<file path="src/rtl/io_pin_mux.sv">
// io_pin_mux: pad-ownership controller for the mprj_io pins.
// Each pin is granted to one of four sources (0 GPIO, 1 UART, 2 SPI, 3 PWM). Owners are
// selected over Wishbone. Any ownership change parks the pad (tristate) for PARK_CYCLES
// cycles so two sources never drive the same pad.
// Optional feature macro: PINMUX_LOCK_EN implements the sticky LOCK register at 0x08.

module io_pin_mux #(
   parameter int unsigned PIN_COUNT   = 32,
   parameter int unsigned PARK_CYCLES = 2
) (
   input  logic                   wb_clk_i,
   input  logic                   wb_rst_i,
   input  logic                   wb_cyc_i,
   input  logic                   wb_stb_i,
   input  logic                   wb_we_i,
   input  logic [3:0]             wb_sel_i,
   input  logic [7:0]             wb_adr_i,
   input  logic [31:0]            wb_data_i,
   output logic                   wb_ack_o,
   output logic [31:0]            wb_data_o,
   input  logic [4*PIN_COUNT-1:0] src_out_i,
   input  logic [4*PIN_COUNT-1:0] src_oeb_i,
   output logic [4*PIN_COUNT-1:0] src_in_o,
   output logic [PIN_COUNT-1:0]   io_out,
   output logic [PIN_COUNT-1:0]   io_oeb,
   input  logic [PIN_COUNT-1:0]   io_in
);

   typedef enum logic {StActive, StPark} pin_state_e;

   // SEL bits belonging to pins that exist; the rest read 0 and ignore writes.
   localparam logic [63:0] SelMask =
      (PIN_COUNT >= 32) ? {64{1'b1}} : ((64'd1 << (2 * PIN_COUNT)) - 64'd1);
   localparam logic [3:0]  ParkLoad = 4'(PARK_CYCLES);

   logic        ack_q;
   logic [31:0] rdata_q;
   logic [31:0] rdata;
   logic        req;
   logic        wr_req;
   logic [5:0]  word;
   logic        locked;
   logic [63:0] sel_q;
   logic [63:0] sel_d;
   logic [63:0] sel_wmask;
   logic [31:0] status;
   logic        unused_adr;

   pin_state_e  state_q [PIN_COUNT];
   pin_state_e  state_d [PIN_COUNT];
   logic [1:0]  owner_q [PIN_COUNT];
   logic [1:0]  owner_d [PIN_COUNT];
   logic [3:0]  cnt_q   [PIN_COUNT];
   logic [3:0]  cnt_d   [PIN_COUNT];

   assign unused_adr = ^wb_adr_i[1:0];
   assign req        = wb_cyc_i & wb_stb_i & ~ack_q;
   assign wr_req     = req & wb_we_i;
   assign word       = wb_adr_i[7:2];

`ifdef PINMUX_LOCK_EN
   logic lock_q;

   // Sticky lock: set by writing 1 to bit 0, cleared only by reset.
   always_ff @(posedge wb_clk_i or posedge wb_rst_i) begin
      if (wb_rst_i) begin
         lock_q <= 1'b0;
      end else if (wr_req && word == 6'd2 && wb_sel_i[0] && wb_data_i[0]) begin
         lock_q <= 1'b1;
      end
   end

   assign locked = lock_q;
`else
   assign locked = 1'b0;
`endif

   // Byte-enabled update of the SEL0/SEL1 pair, viewed as one 64-bit field array.
   always_comb begin
      sel_wmask = '0;
      if (wr_req && !locked && word[5:1] == 5'd0) begin
         for (int unsigned b = 0; b < 4; b++) begin
            if (wb_sel_i[b]) begin
               if (word[0]) begin
                  sel_wmask[32 + 8*b +: 8] = 8'hFF;
               end else begin
                  sel_wmask[8*b +: 8] = 8'hFF;
               end
            end
         end
      end
      sel_d = ((sel_q & ~sel_wmask) | ({wb_data_i, wb_data_i} & sel_wmask)) & SelMask;
   end

   // SEL register.
   always_ff @(posedge wb_clk_i or posedge wb_rst_i) begin
      if (wb_rst_i) begin
         sel_q <= '0;
      end else begin
         sel_q <= sel_d;
      end
   end

   // Per-pin park FSM; a field counts as written when its byte lane is enabled.
   always_comb begin
      for (int unsigned p = 0; p < PIN_COUNT; p++) begin
         state_d[p] = state_q[p];
         owner_d[p] = owner_q[p];
         cnt_d[p]   = cnt_q[p];
         unique case (state_q[p])
            StActive: begin
               if (sel_wmask[2*p] && sel_d[2*p +: 2] != owner_q[p]) begin
                  state_d[p] = StPark;
                  cnt_d[p]   = ParkLoad;
               end
            end
            StPark: begin
               // Any write during park restarts it, even one restoring the old owner.
               if (sel_wmask[2*p]) begin
                  cnt_d[p] = ParkLoad;
               end else if (cnt_q[p] == 4'd1) begin
                  state_d[p] = StActive;
                  owner_d[p] = sel_q[2*p +: 2];
                  cnt_d[p]   = 4'd0;
               end else begin
                  cnt_d[p] = cnt_q[p] - 4'd1;
               end
            end
            default: begin
               state_d[p] = StActive;
            end
         endcase
      end
   end

   // Per-pin state registers.
   always_ff @(posedge wb_clk_i or posedge wb_rst_i) begin
      if (wb_rst_i) begin
         for (int unsigned p = 0; p < PIN_COUNT; p++) begin
            state_q[p] <= StActive;
            owner_q[p] <= 2'd0;
            cnt_q[p]   <= 4'd0;
         end
      end else begin
         for (int unsigned p = 0; p < PIN_COUNT; p++) begin
            state_q[p] <= state_d[p];
            owner_q[p] <= owner_d[p];
            cnt_q[p]   <= cnt_d[p];
         end
      end
   end

   // Parking flags for STATUS.
   always_comb begin
      status = '0;
      for (int unsigned p = 0; p < PIN_COUNT; p++) begin
         status[p] = (state_q[p] == StPark);
      end
   end

   // Register read mux.
   always_comb begin
      rdata = '0;
      case (word)
         6'd0:    rdata = sel_q[31:0];
         6'd1:    rdata = sel_q[63:32];
         6'd2:    rdata = {31'd0, locked};
         6'd3:    rdata = status;
         default: rdata = '0;
      endcase
   end

   // Single-cycle ack one cycle after acceptance; read data only alongside ack.
   always_ff @(posedge wb_clk_i or posedge wb_rst_i) begin
      if (wb_rst_i) begin
         ack_q   <= 1'b0;
         rdata_q <= '0;
      end else begin
         ack_q   <= req;
         rdata_q <= (req && !wb_we_i) ? rdata : 32'd0;
      end
   end

   assign wb_ack_o  = ack_q;
   assign wb_data_o = rdata_q;

   // Pad and source-input routing; parked pins tristate and all their sources see idle-high.
   always_comb begin
      io_out   = '0;
      io_oeb   = '1;
      src_in_o = '1;
      for (int unsigned p = 0; p < PIN_COUNT; p++) begin
         if (state_q[p] == StActive) begin
            for (int unsigned s = 0; s < 4; s++) begin
               if (owner_q[p] == 2'(s)) begin
                  io_out[p]                 = src_out_i[s*PIN_COUNT + p];
                  io_oeb[p]                 = src_oeb_i[s*PIN_COUNT + p];
                  src_in_o[s*PIN_COUNT + p] = io_in[p];
               end
            end
         end
      end
   end

endmodule
</file>
<file path="config.mk">
export PLATFORM = sky130hd
export DESIGN_NAME = io_pin_mux
export DESIGN_NICKNAME = d
export VERILOG_FILES = /design/src/rtl/io_pin_mux.sv
export SDC_FILE = /design/constraint.sdc
export NUM_CORES = 1
export LEC_CHECK = 0
export ABC_AREA = 1
export BUFFER_PORTS_ARGS = -buffer_cell sky130_fd_sc_hd__buf_2
export CAP_MARGIN = 10
export CORE_AREA = 2 2 220 222
export CTS_CLUSTER_DIAMETER = 40
export CTS_CLUSTER_SIZE = 10
export DETAILED_ROUTE_END_ITERATION = 12
export DIE_AREA = 0 0 222 224
export PLACE_DENSITY = 0.68
export RECOVER_POWER = 100
export SLEW_MARGIN = 20
export SYNTH_ARGS = -nofsm -noshare
export SYNTH_HDL_FRONTEND = slang
export SYNTH_SLANG_ARGS = --single-unit
</file>
<file path="constraint.sdc">
create_clock -name wb_clk_i -period 20 [get_ports wb_clk_i]
set_clock_uncertainty 0.15 [all_clocks]
set_input_delay 3 -clock wb_clk_i [delete_from_list [all_inputs] [get_ports wb_clk_i]]
set_output_delay 3 -clock wb_clk_i [all_outputs]
set_load 0.03 [all_outputs]
</file>
After elaboration in Yosys (flattened, before gate mapping)
Index checks and enable logic that the tools add are counted.
{"block": "word_totals", "register_bits": 321, "elab_cells": 1343}
{"block": "op_classes", "addsub": 32, "eq_ne": 194, "mux": 845, "bitwise_logic": 72, "n_reduce_logical": 101}
{"cell": "$mux W1", "count": 672}
{"cell": "$mux W4", "count": 96}
{"cell": "$pmux W4 S2", "count": 32}
{"cell": "$and A64 B64 Y64", "count": 2}
{"cell": "$eq A2 B2 Y1 const B", "count": 64}
{"cell": "$eq A4 B1 Y1 const B", "count": 32}
{"cell": "$sub A4 B1 Y4 const B", "count": 32}
{"cell": "$pmux W32 S3", "count": 1}
{"cell": "$reduce_and A3 Y1", "count": 32}
{"cell": "$mux W8", "count": 10}
{"cell": "$not A1 Y1", "count": 65}
{"cell": "$eq A2 B1 Y1 const B", "count": 32}
{"cell": "$logic_not A2 Y1", "count": 32}
{"cell": "$mux W64", "count": 1}
{"cell": "$ne A2 B2 Y1", "count": 32}
{"cell": "$ne A2 B2 Y1 const B", "count": 32}
{"cell": "$not A64 Y64", "count": 1}
{"cell": "$or A64 B64 Y64", "count": 1}
{"cell": "$pmux W1 S2", "count": 32}
{"cell": "$logic_and A1 B1 Y1", "count": 34}
{"cell": "$mux W32", "count": 1}
{"cell": "$eq A6 B1 Y1 const B", "count": 1}
{"cell": "$eq A6 B2 Y1 const B", "count": 1}
{"cell": "$logic_not A6 Y1", "count": 1}
{"cell": "3 further kinds", "count": 5}

Logic depth before layout (Yosys ltp)
Gate-level depths: netlist of run 1.
{"block": "depth", "ltp_word": 12, "mapped_depth": 14, "mapped_depth_nobuf": 13}

Worst setup path after synthesis of run 1
No wires, ideal clock.
{"block": "synth_timing", "path_type": "input -> output", "start": "in src_out_i[36]", "end": "out io_out[4]", "t_arrival_ns": 4.047, "setup_slack_ns": 12.803, "stages": 2, "path_cell_list": "nor3_1 > nor4_1"}
{"block": "synth_between", "elab_chain_cells": 4}
{"element": "start, declared", "line": "21", "rtl": "input logic [4*PIN_COUNT-1:0] src_out_i,"}
{"element": "$mux W1 (3 in a row)", "line": "195", "rtl": "if (owner_q[p] == 2'(s)) begin"}
{"element": "$mux W1", "line": "193", "rtl": "if (state_q[p] == StActive) begin"}
{"element": "end, declared", "line": "24", "rtl": "output logic [PIN_COUNT-1:0] io_out,"}
No other way between the ends.

==> results.tsv, run 1 <==
stage	metric	value	unit
place	pre_cts_ws	12.92	ns
cts	cts_resized	0	
setup_path	startpoint_type	primary input	
cts	post_cts_buffers	0	
global_routing	busiest_layer	met2	
global_routing	grt_pass1_wl	107000	um
logic_synthesis	yosys.cell_types.count	24	
status	violations	capacitance limit, slew limit	
logic_synthesis	synth-simple-area-share	38.7	%
cts	h-tree-depth	2	
global_routing	grtUsageMet1	36.1	%
logic_synthesis	synth_top_area_cell	dfrtp_1	
setup_path	arrival	9.64	ns
final_layout	drive_above_1_share	12.9	%
place	post-place-cells	4159	
worst_hold_path	min_to	sel_q[25]	
setup_path	reg2reg_depth	13	
logic_synthesis	yosys_warnings	0	
power_and_ir_drop	peakVddDrop	50.1	uV
floorplan	core	0.0473	mm2
cts	cts_max_path_buffers	3	
global_routing	grtUsageTotal	26.4	%
sta	clock.fmax	109	MHz
final_layout	n_fill_cell	4879	
worst_hold_path	worstHoldStart	sel_q[25]	
cts	clock_latency	0.62	ns
setup_path	r2r_slack	15.67	ns
setup_path	crit-reg2reg-launch	wb_ack_o	
final_layout	final_cells	4269	
sta	hold_viol_final	0	
cts	clock_sinks	321	
setup_path	path_class	primary input to asynchronous set/reset pin	
sta	layout_setup_ws	10.79	ns
cts	clockRootBuffer	clkbuf_16	
sta	finalMaxSlewViolations	398	
floorplan	io_pins	562	
global_routing	antenna_found_initial	3	
setup_path	crit_path_end_kind	asynchronous set/reset pin	
place	gp_congestion	0.911	
cts	clk_pin_slew	0.05	ns
sta	finalCritPeriodShare	46.0	%
sta	min_period	9.21	ns
place	hpwl	49900	um
setup_path	critPathRequiredTime	20.43	ns
final_layout	area_growth	25.2	%
floorplan	design.die.area	0.0497	mm2
floorplan	die_w	222	um
floorplan	start_util	43.2	%
setup_path	cp_max_fo	119	
routing	dr.pass1.iters	6	
global_routing	grt_use_met3	4.11	%
final_layout	layout.nets	4005	
worst_hold_path	hold_depth	2	
logic_synthesis	synth_mux_area_share	0	%
sta	setup_viol	0	
place	port_buffers	559	
power_and_ir_drop	p_per_area	77.7	mW/mm2
logic_synthesis	syn-num-nets	3435	
global_routing	grt_pass1_vias	20251	
cts	cts_tree	built	
logic_synthesis	synth_top_cells_by_count	nand2_1, nand3_1, inv_1	
logic_synthesis	synth_enable_flop_cells	0	
routing	vias_per_cell	5.10	
flow_run	max-cap-violations	7	
floorplan	chipHeight	224	um
sta	tns	0	ns
logic_synthesis	synthXorXnorAreaFrac	2.06	%
cts	cts-buffers-inserted	58	
routing	vias	21793	
global_routing	grt_max_degree	120	
routing	avgRoutedWirePerCell	15.7	um
logic_synthesis	synth_cells	3034	
logic_synthesis	ys.flop_type	dfrtp_1	
worst_hold_path	min-delay-path-class	flip-flop to flip-flop	
sta	rsz0062_at_grt	no	
sta	worst_slew_pin_slew	5.30	ns
routing	ant_nets	0	
global_routing	overflow	0	
power_and_ir_drop	total_leakage_power	13.9	nW
cts	ctsHoldBuffers	0	
sta	whs	0.339	ns
routing	route.detailed.drc	0	
floorplan	num_rows	80	
logic_synthesis	synth_top_family_by_area	simple AND/OR/NAND/NOR gates	
logic_synthesis	synth.cell_area	0.0204	mm2
setup_path	timing.rr.end	cnt_q[101]	
logic_synthesis	async_flop_share	100	%
logic_synthesis	ys_seq_elements	321	
logic_synthesis	synth_compound_area_share	6.57	%
logic_synthesis	synth_fa_ha_area_share	3.92	%
logic_synthesis	syn_avg_cell_area	6.73	um2
routing	routed_wl	67000	um
routing	drtIter0Drc	1642	
power_and_ir_drop	power	0.00199	W
logic_synthesis	synth.most_common_cell	nand2_1	
sta	slew_headroom	-255	%
logic_synthesis	seq_area_frac_synth	39.3	%
logic_synthesis	synth.top_cell.area_share	39.3	%
status	status	finished with violations	
global_routing	grt_use_met2	43.6	%
logic_synthesis	synth_area_leaders	dfrtp_1, nand2_1, nand3_1	
-- per-stage QoR --
| stage | area [um2] | utilization, % |
|---|---|---|
| CTS | 25900 | 54.7 |
| floorplan | 20400 | - |
| detailed placement | 23900 | 50.4 |
| global placement | 23900 | 50.4 |
| finish | 25600 | 54.0 |
| global route | 25600 | 54.0 |
-- registers in the layout (all words and copies together), names as in the netlist --
| name | flops |
|---|---|
| owner_q | 64 |
| sel_q | 64 |
| cnt_q | 128 |
| wb_data_o | 32 |
| state_q | 32 |
| wb_ack_o | 1 |
-- worst max-delay path by stage --
stage	endpoint	cells after the start	from
after floorplan	cnt_q[0]	1	wb_rst_i
after global placement	src_in_o[75]	4	io_in[11]
after detailed placement	src_in_o[75]	4	io_in[11]
after CTS	src_in_o[75]	4	io_in[11]
after global routing	cnt_q[97]	3	wb_rst_i
final	cnt_q[102]	4	wb_rst_i
-- cells by family after synthesis --
family / after synthesis
adders and majority gates: 64
DFF: 321
buffers and inverters: 502
and+or+nand+nor: 1883
xor gates and xnor gates: 48
AOI/OAI and AO/OA: 216
-- report_power, final --
| group | switching, W | internal (W) | leakage (nW) |
|---|---|---|---|
| clock | 0.000368 | 0.000651 | 0.977 |
| sequential | 0.0000296 | 0.000685 | 4.42 |
| combinational | 0.000151 | 0.000101 | 8.51 |
| total | 0.000549 | 0.00144 | 13.9 |
-- cell usage in the layout (no fill, tap or decap), drive strengths merged --
master / instances
a21boi: 18
or2: 16
diode: 2
clkinv: 27
dfrtp: 321
inv: 434
o22ai: 14
buf: 338
xor2: 48
o21ai: 80
nand2: 1066
bufinv: 7
nor3: 111
clkbuf: 304
a221oi: 9
clkinvlp: 10
nor4: 10
nand3: 483
nand4: 5
nor2: 192
o221ai: 44
ha: 64
a21oi: 51
-- layer usage --
metal	part of all wire, %	vias to the layer above
li1	-	10864
met1	45	10104
met2	46	724
met3	6.2	99
met4	2.3	2
met5	0.010	-
-- area by class of cell --
cell class              count  area, um2  share of cell area (%)
repair buffers            574       2590                    10.1
flip-flops and latches    321       8030                    31.4
clock inverters            40        484                    1.89
inverters                 438       1650                    6.43
clock buffers              68       1550                    6.06
diodes                      2       5.00                  0.0196
well taps                 615        769                    3.01
multi-input cells        2211      10500                    41.1
-- critical path, stage by stage --
cell and delay, ns:
buf_2 0.10, clkinvlp_2 2.90, clkbuf_1 2.42, buf_4 1.07
(Power assumes the default switching activity.)
==> run 2: changes to the inputs <==
- PLACE_DENSITY: 0.68 -> 0.71
- clock period: 20 -> 8.45 ns (I/O delays scaled with it)
==> results.tsv, run 2 (same netlist as run 1, synthesis figures left out) <==
stage	metric	value	unit
floorplan	start_util	43.2	%
final_layout	regMostFlops	cnt_q	
final_layout	fin_util	53.9	%
setup_path	cp_top_family	buffers and inverters	
routing	routed_wl	67200	um
routing	route.detailed.drc	0	
sta	whs	0.339	ns
flow_run	max-cap-violations	2	
power_and_ir_drop	pwr-share-clk	50.5	%
power_and_ir_drop	p_per_area	182	mW/mm2
final_layout	layout.nets	4004	
cts	h-tree-depth	2	
floorplan	num_rows	80	
final_layout	drive_above_1_share	12.8	%
setup_path	crit_path_end_kind	flip-flop	
final_layout	largest_reg_flops	128	
setup_path	cp.buffers_inverters	5	
sta	rsz0062_at_grt	no	
floorplan	io_pins	562	
worst_hold_path	min-delay-path-class	flip-flop to flip-flop	
routing	vias	21893	
setup_path	cp_slowest_cell	clkbuf_1	
cts	cts-buffers-inserted	56	
status	violations	capacitance limit, slew limit	
routing	ant_nets	0	
routing	avgRoutedWirePerCell	15.7	um
cts	cts_resized	0	
power_and_ir_drop	total_leakage_power	13.9	nW
power_and_ir_drop	peakVddDrop	138	uV
routing	drtIter0Drc	1630	
place	pre_cts_ws	3.83	ns
cts	clock_sinks	321	
power_and_ir_drop	internal_power	0.00334	W
place	port_buffers	559	
power_and_ir_drop	combPwrFrac	13.0	%
global_routing	overflow	0	
final_layout	top_regs	cnt_q x128, owner_q x64, sel_q x64	
final_layout	layout_common_cells	nand2_1, nand3_1, inv_1	
floorplan	chipHeight	224	um
global_routing	grt_pass1_vias	20399	
status	status	finished with violations	
global_routing	antenna_found_initial	4	
floorplan	die_w	222	um
global_routing	grtUsageTotal	26.4	%
place	gp_congestion	0.909	
sta	worst_slew_pin_slew	4.30	ns
setup_path	critPathRequiredTime	8.83	ns
final_layout	area_growth	24.9	%
sta	finalMaxSlewViolations	207	
global_routing	grt_max_degree	170	
setup_path	cp_max_fo	36	
global_routing	grt_pass1_wl	107000	um
setup_path	crit_chain	clkbuf_1 -> nor2_1 -> nand2_1 -> nor2_4 -> clkbuf_1 -> clkinv_1 -> buf_4 -> o22ai_1 -> o21ai_0 -> inv_1	
sta	finalCritPeriodShare	69.2	%
routing	vias_per_cell	5.13	
place	hpwl	49800	um
cts	clock_latency	0.60	ns
routing	dr.pass1.iters	7	
power_and_ir_drop	power	0.00463	W
final_layout	final_common_cell	nand2_1	
sta	clock.fmax	171	MHz
power_and_ir_drop	switching_share	27.9	%
power_and_ir_drop	power_frac_seq	36.5	%
cts	clk_pin_slew	0.05	ns
sta	hold_viol_final	0	
power_and_ir_drop	p_switching	0.00129	W
floorplan	design.die.area	0.0497	mm2
sta	min_period	5.85	ns
sta	layout_setup_ws	2.60	ns
setup_path	path_class	primary input to flip-flop	
sta	slew_headroom	-187	%
setup_path	critPathMaxStageDelay	1.51	ns
cts	ctsHoldBuffers	0	
setup_path	cp_common_cell	clkbuf_1	
setup_path	arrival	6.23	ns
floorplan	core	0.0473	mm2
cts	post_cts_buffers	0	
cts	cts_max_path_buffers	3	
cts	clockRootBuffer	clkbuf_16	
sta	tns	0	ns
cts	cts_tree	built	
sta	setup_viol	0	
setup_path	startpoint_type	primary input	
[run 2: cell types whose count changed in the layout (fill, tap and decap cells not counted), moves of 2 or more]
| cell | change |
|---|---|
| clkbuf_8 | -2 |
| clkinv_4 | +2 |
| clkinv_2 | +2 |
| clkbuf_16 | -2 |
| buf_4 | +4 |
| clkinvlp_4 | -3 |
| buf_2 | -2 |
[run 2: cell type report]
cell class / count / area, um2
Inverter: 438 / 1650
Sequential cell: 321 / 8030
Multi-Input combinational cell: 2211 / 10500
Antenna cell: 2 / 5.00
Fill cell: 4842 / 21800
Clock inverter: 39 / 462
Tap cell: 615 / 769
Timing Repair Buffer: 575 / 2630
Clock buffer: 66 / 1480
[run 2: worst paths after layout]
check                                  from       endpoint  slack (ns)  cells past startpoint
worst min-delay path              sel_q[26]      sel_q[26]        0.34                      2
worst max-delay path            wb_adr_i[2]  wb_data_o[19]        2.60                     10
worst max register to register     wb_ack_o     cnt_q[109]        4.13                     13
min in group asynchronous          wb_rst_i    owner_q[24]        2.11                      3
max in group asynchronous          wb_rst_i     state_q[1]        3.33                      4
worst min register to register    sel_q[26]      sel_q[26]        0.34                      2
[run 2: power groups by stage]
stage / clock (W) / combinational, W / sequential, W
3_5_place_dp: 0 / 0.000610 / 0.00171
2_1_floorplan: 0 / 0.000426 / 0.00170
6_report: 0.00234 / 0.000603 / 0.00169
5_1_grt: 0.00244 / 0.000696 / 0.00170
3_3_place_gp: 0 / 0.000597 / 0.00171
4_1_cts: 0.00237 / 0.000614 / 0.00169
[run 2: worst min-delay path: cells and delay by family (launching register included)]
kind,cells,cell delay [ns]
DFF,1,0.34
and+or+nand+nor,2,0.13
[run 2: metal layers]
layer,wire length (um),GRT usage [%],up-vias,part of all wire (%)
met3,4280,4.55,110,6.4
li1,-,-,10899,-
met1,29800,35.4,10148,44
met4,1570,7.93,4,2.3
met5,29,0,-,0.043
met2,31500,43.9,732,47
[run 2: through the flow]
stage | cell area, um2 | instances
finish | 25500 | 4267
global route | 25500 | 4267
CTS | 25800 | 4265
detailed placement | 23900 | 4160
global placement | 23900 | 4160
floorplan | 20400 | 3034
==> run 3: changes to the inputs <==
- ABC_AREA: 1 -> 0
- PLACE_DENSITY: 0.71 -> 0.7
- clock period: 8.45 -> 5.3 ns (I/O delays scaled with it)
==> results.tsv, run 3 <==
stage	metric	value	unit
routing	routed_wl	62300	um
power_and_ir_drop	p_per_area	314	mW/mm2
sta	min_period	4.04	ns
power_and_ir_drop	peakVddDrop	228	uV
routing	ant_nets	0	
routing	drtIter0Drc	1613	
sta	rsz0062_at_grt	no	
setup_path	cp_max_fo	25	
final_layout	regMostFlops	cnt_q	
logic_synthesis	async_flop_share	100	%
logic_synthesis	syn-num-nets	2508	
cts	post_cts_buffers	0	
logic_synthesis	ys.flop_type	dfrtp_1	
setup_path	path_class	primary input to flip-flop	
global_routing	grt_max_degree	94	
routing	vias_per_cell	5.82	
floorplan	design.die.area	0.0497	mm2
final_layout	n_fill_cell	4305	
logic_synthesis	synth.top_cell.area_share	39.3	%
logic_synthesis	synth_top_area_cell	dfrtp_1	
setup_path	critPathMaxStageDelay	1.14	ns
final_layout	top_regs	cnt_q x128, owner_q x64, sel_q x64	
place	hpwl	45500	um
logic_synthesis	synth_enable_flop_cells	0	
cts	clockRootBuffer	clkbuf_16	
final_layout	final_common_cell	buf_2	
cts	cts_resized	0	
logic_synthesis	ys_seq_elements	321	
place	port_buffers	559	
cts	cts_tree	built	
floorplan	die_w	222	um
status	violations	capacitance limit, slew limit	
routing	dr.pass1.iters	7	
final_layout	area_growth	22.2	%
final_layout	layout.nets	2976	
global_routing	grt_pass1_vias	18635	
floorplan	num_rows	80	
sta	finalMaxSlewViolations	291	
floorplan	start_util	43.1	%
cts	clock_sinks	321	
sta	whs	0.0486	ns
setup_path	critPathRequiredTime	5.60	ns
floorplan	core	0.0473	mm2
sta	setup_viol	0	
sta	layout_setup_ws	1.26	ns
flow_run	max-cap-violations	5	
setup_path	startpoint_type	primary input	
sta	finalCritPeriodShare	76.2	%
setup_path	cp_top_family	simple AND/OR/NAND/NOR gates	
status	status	finished with violations	
routing	route.detailed.drc	0	
sta	slew_headroom	-58.6	%
sta	hold_viol_final	0	
routing	vias	18839	
cts	h-tree-depth	2	
setup_path	cp.buffers_inverters	2	
setup_path	crit_chain	clkbuf_1 -> nor4_4 -> clkbuf_1 -> nand4_1 -> and4b_1 -> nor4_1 -> o31ai_1	
final_layout	largest_reg_flops	128	
cts	ctsHoldBuffers	0	
final_layout	drive_above_1_share	23.1	%
cts	cts_max_path_buffers	3	
setup_path	cp_common_cell	clkbuf_1	
global_routing	antenna_found_initial	3	
logic_synthesis	yosys.cell_types.count	41	
floorplan	io_pins	562	
global_routing	grtUsageTotal	24.3	%
power_and_ir_drop	total_leakage_power	11.9	nW
logic_synthesis	yosys_warnings	0	
routing	avgRoutedWirePerCell	19.2	um
place	pre_cts_ws	1.42	ns
sta	tns	0	ns
logic_synthesis	synth_area_leaders	dfrtp_1, mux4_2, mux2_2	
cts	cts-buffers-inserted	54	
setup_path	cp_slowest_cell	nand4_1	
sta	clock.fmax	248	MHz
setup_path	arrival	4.34	ns
logic_synthesis	synth.cell_area	0.0204	mm2
cts	clock_latency	0.59	ns
logic_synthesis	synth_top_cells_by_count	dfrtp_1, nand2_1, inv_1	
sta	worst_slew_pin_slew	2.38	ns
worst_hold_path	min-delay-path-class	primary input to asynchronous set/reset pin	
logic_synthesis	synth_cells	2107	
cts	clk_pin_slew	0.05	ns
global_routing	overflow	0	
floorplan	chipHeight	224	um
logic_synthesis	seq_area_frac_synth	39.3	%
setup_path	crit_path_end_kind	flip-flop	
logic_synthesis	synth.most_common_cell	dfrtp_1	
place	gp_congestion	0.922	
logic_synthesis	syn_avg_cell_area	9.69	um2
final_layout	layout_common_cells	buf_2, dfrtp_1, clkbuf_1	
global_routing	grt_pass1_wl	97500	um
power_and_ir_drop	power	0.00784	W
==> run 3: power breakdown <==
part	leakage, nW	switching [W]	internal (W)
clock network	0.912	0.00128	0.00234
logic	7.04	0.000743	0.000554
registers	3.99	0.000214	0.00271
==> run 3: layer usage <==
metal / wire [um] / GRT usage (%)
met2: 30900 / 42.4
met4: 1430 / 7.48
met3: 3900 / 4.13
met1: 26000 / 30.9
met5: 15 / 0
==> run 3: final cells by class <==
class	instances	area, um2	share of cell area [%]
Multi-Input combinational cell	1484	11100	44.5
Sequential cell	321	8030	32.2
Timing Repair Buffer	584	2650	10.6
Clock buffer	68	1530	6.12
Tap cell	615	769	3.08
Inverter	130	489	1.96
Clock inverter	32	364	1.46
Antenna cell	2	5.00	0.0201
==> run 3: worst reg2reg max path, cell delays in order, from the launching register on <==
cell and delay [ns]:
dfrtp_1 0.38, and4b_1 0.80, nand4_1 1.03, and4b_1 0.63, nor4_1 0.45, o31ai_1 0.11
==> run 3: path summary, 6_finish.rpt <==
check	endpoint	startpoint	slack (ns)	cells past startpoint
setup / recovery	cnt_q[63]	wb_adr_i[4]	1.26	7
hold / removal	wb_ack_o	wb_rst_i	0.05	2
setup reg to reg	cnt_q[63]	wb_ack_o	1.62	5
hold reg to reg	wb_ack_o	wb_ack_o	0.38	1
max in group asynchronous	cnt_q[81]	wb_rst_i	2.32	3
min in group wb_clk_i	sel_q[63]	wb_data_i[31]	0.37	3
==> run 3: through the flow <==
| step | area (um2) | util, % | instances |
|---|---|---|---|
| after floorplan | 20400 | - | 2107 |
| after global placement | 23500 | 49.6 | 3133 |
| after detailed placement | 23500 | 49.6 | 3133 |
| after CTS | 25400 | 53.6 | 3233 |
| after global routing | 25000 | 52.7 | 3236 |
| final | 25000 | 52.7 | 3236 |
==> run 3: kinds of logic (layout without fill, tap and decap cells) <==
kind of cell | after synthesis | in the layout | share of synthesized area, %
mux | 160 | 160 | 12.5
flops | 321 | 321 | 39.3
xor+xnor | 96 | 96 | 4.12
fa+ha+maj | 64 | 64 | 3.92
buf+inv | 302 | 814 | 6.07
simple gates | 859 | 859 | 23.1
other cells | 0 | 2 | 0
compound gates | 305 | 305 | 10.9
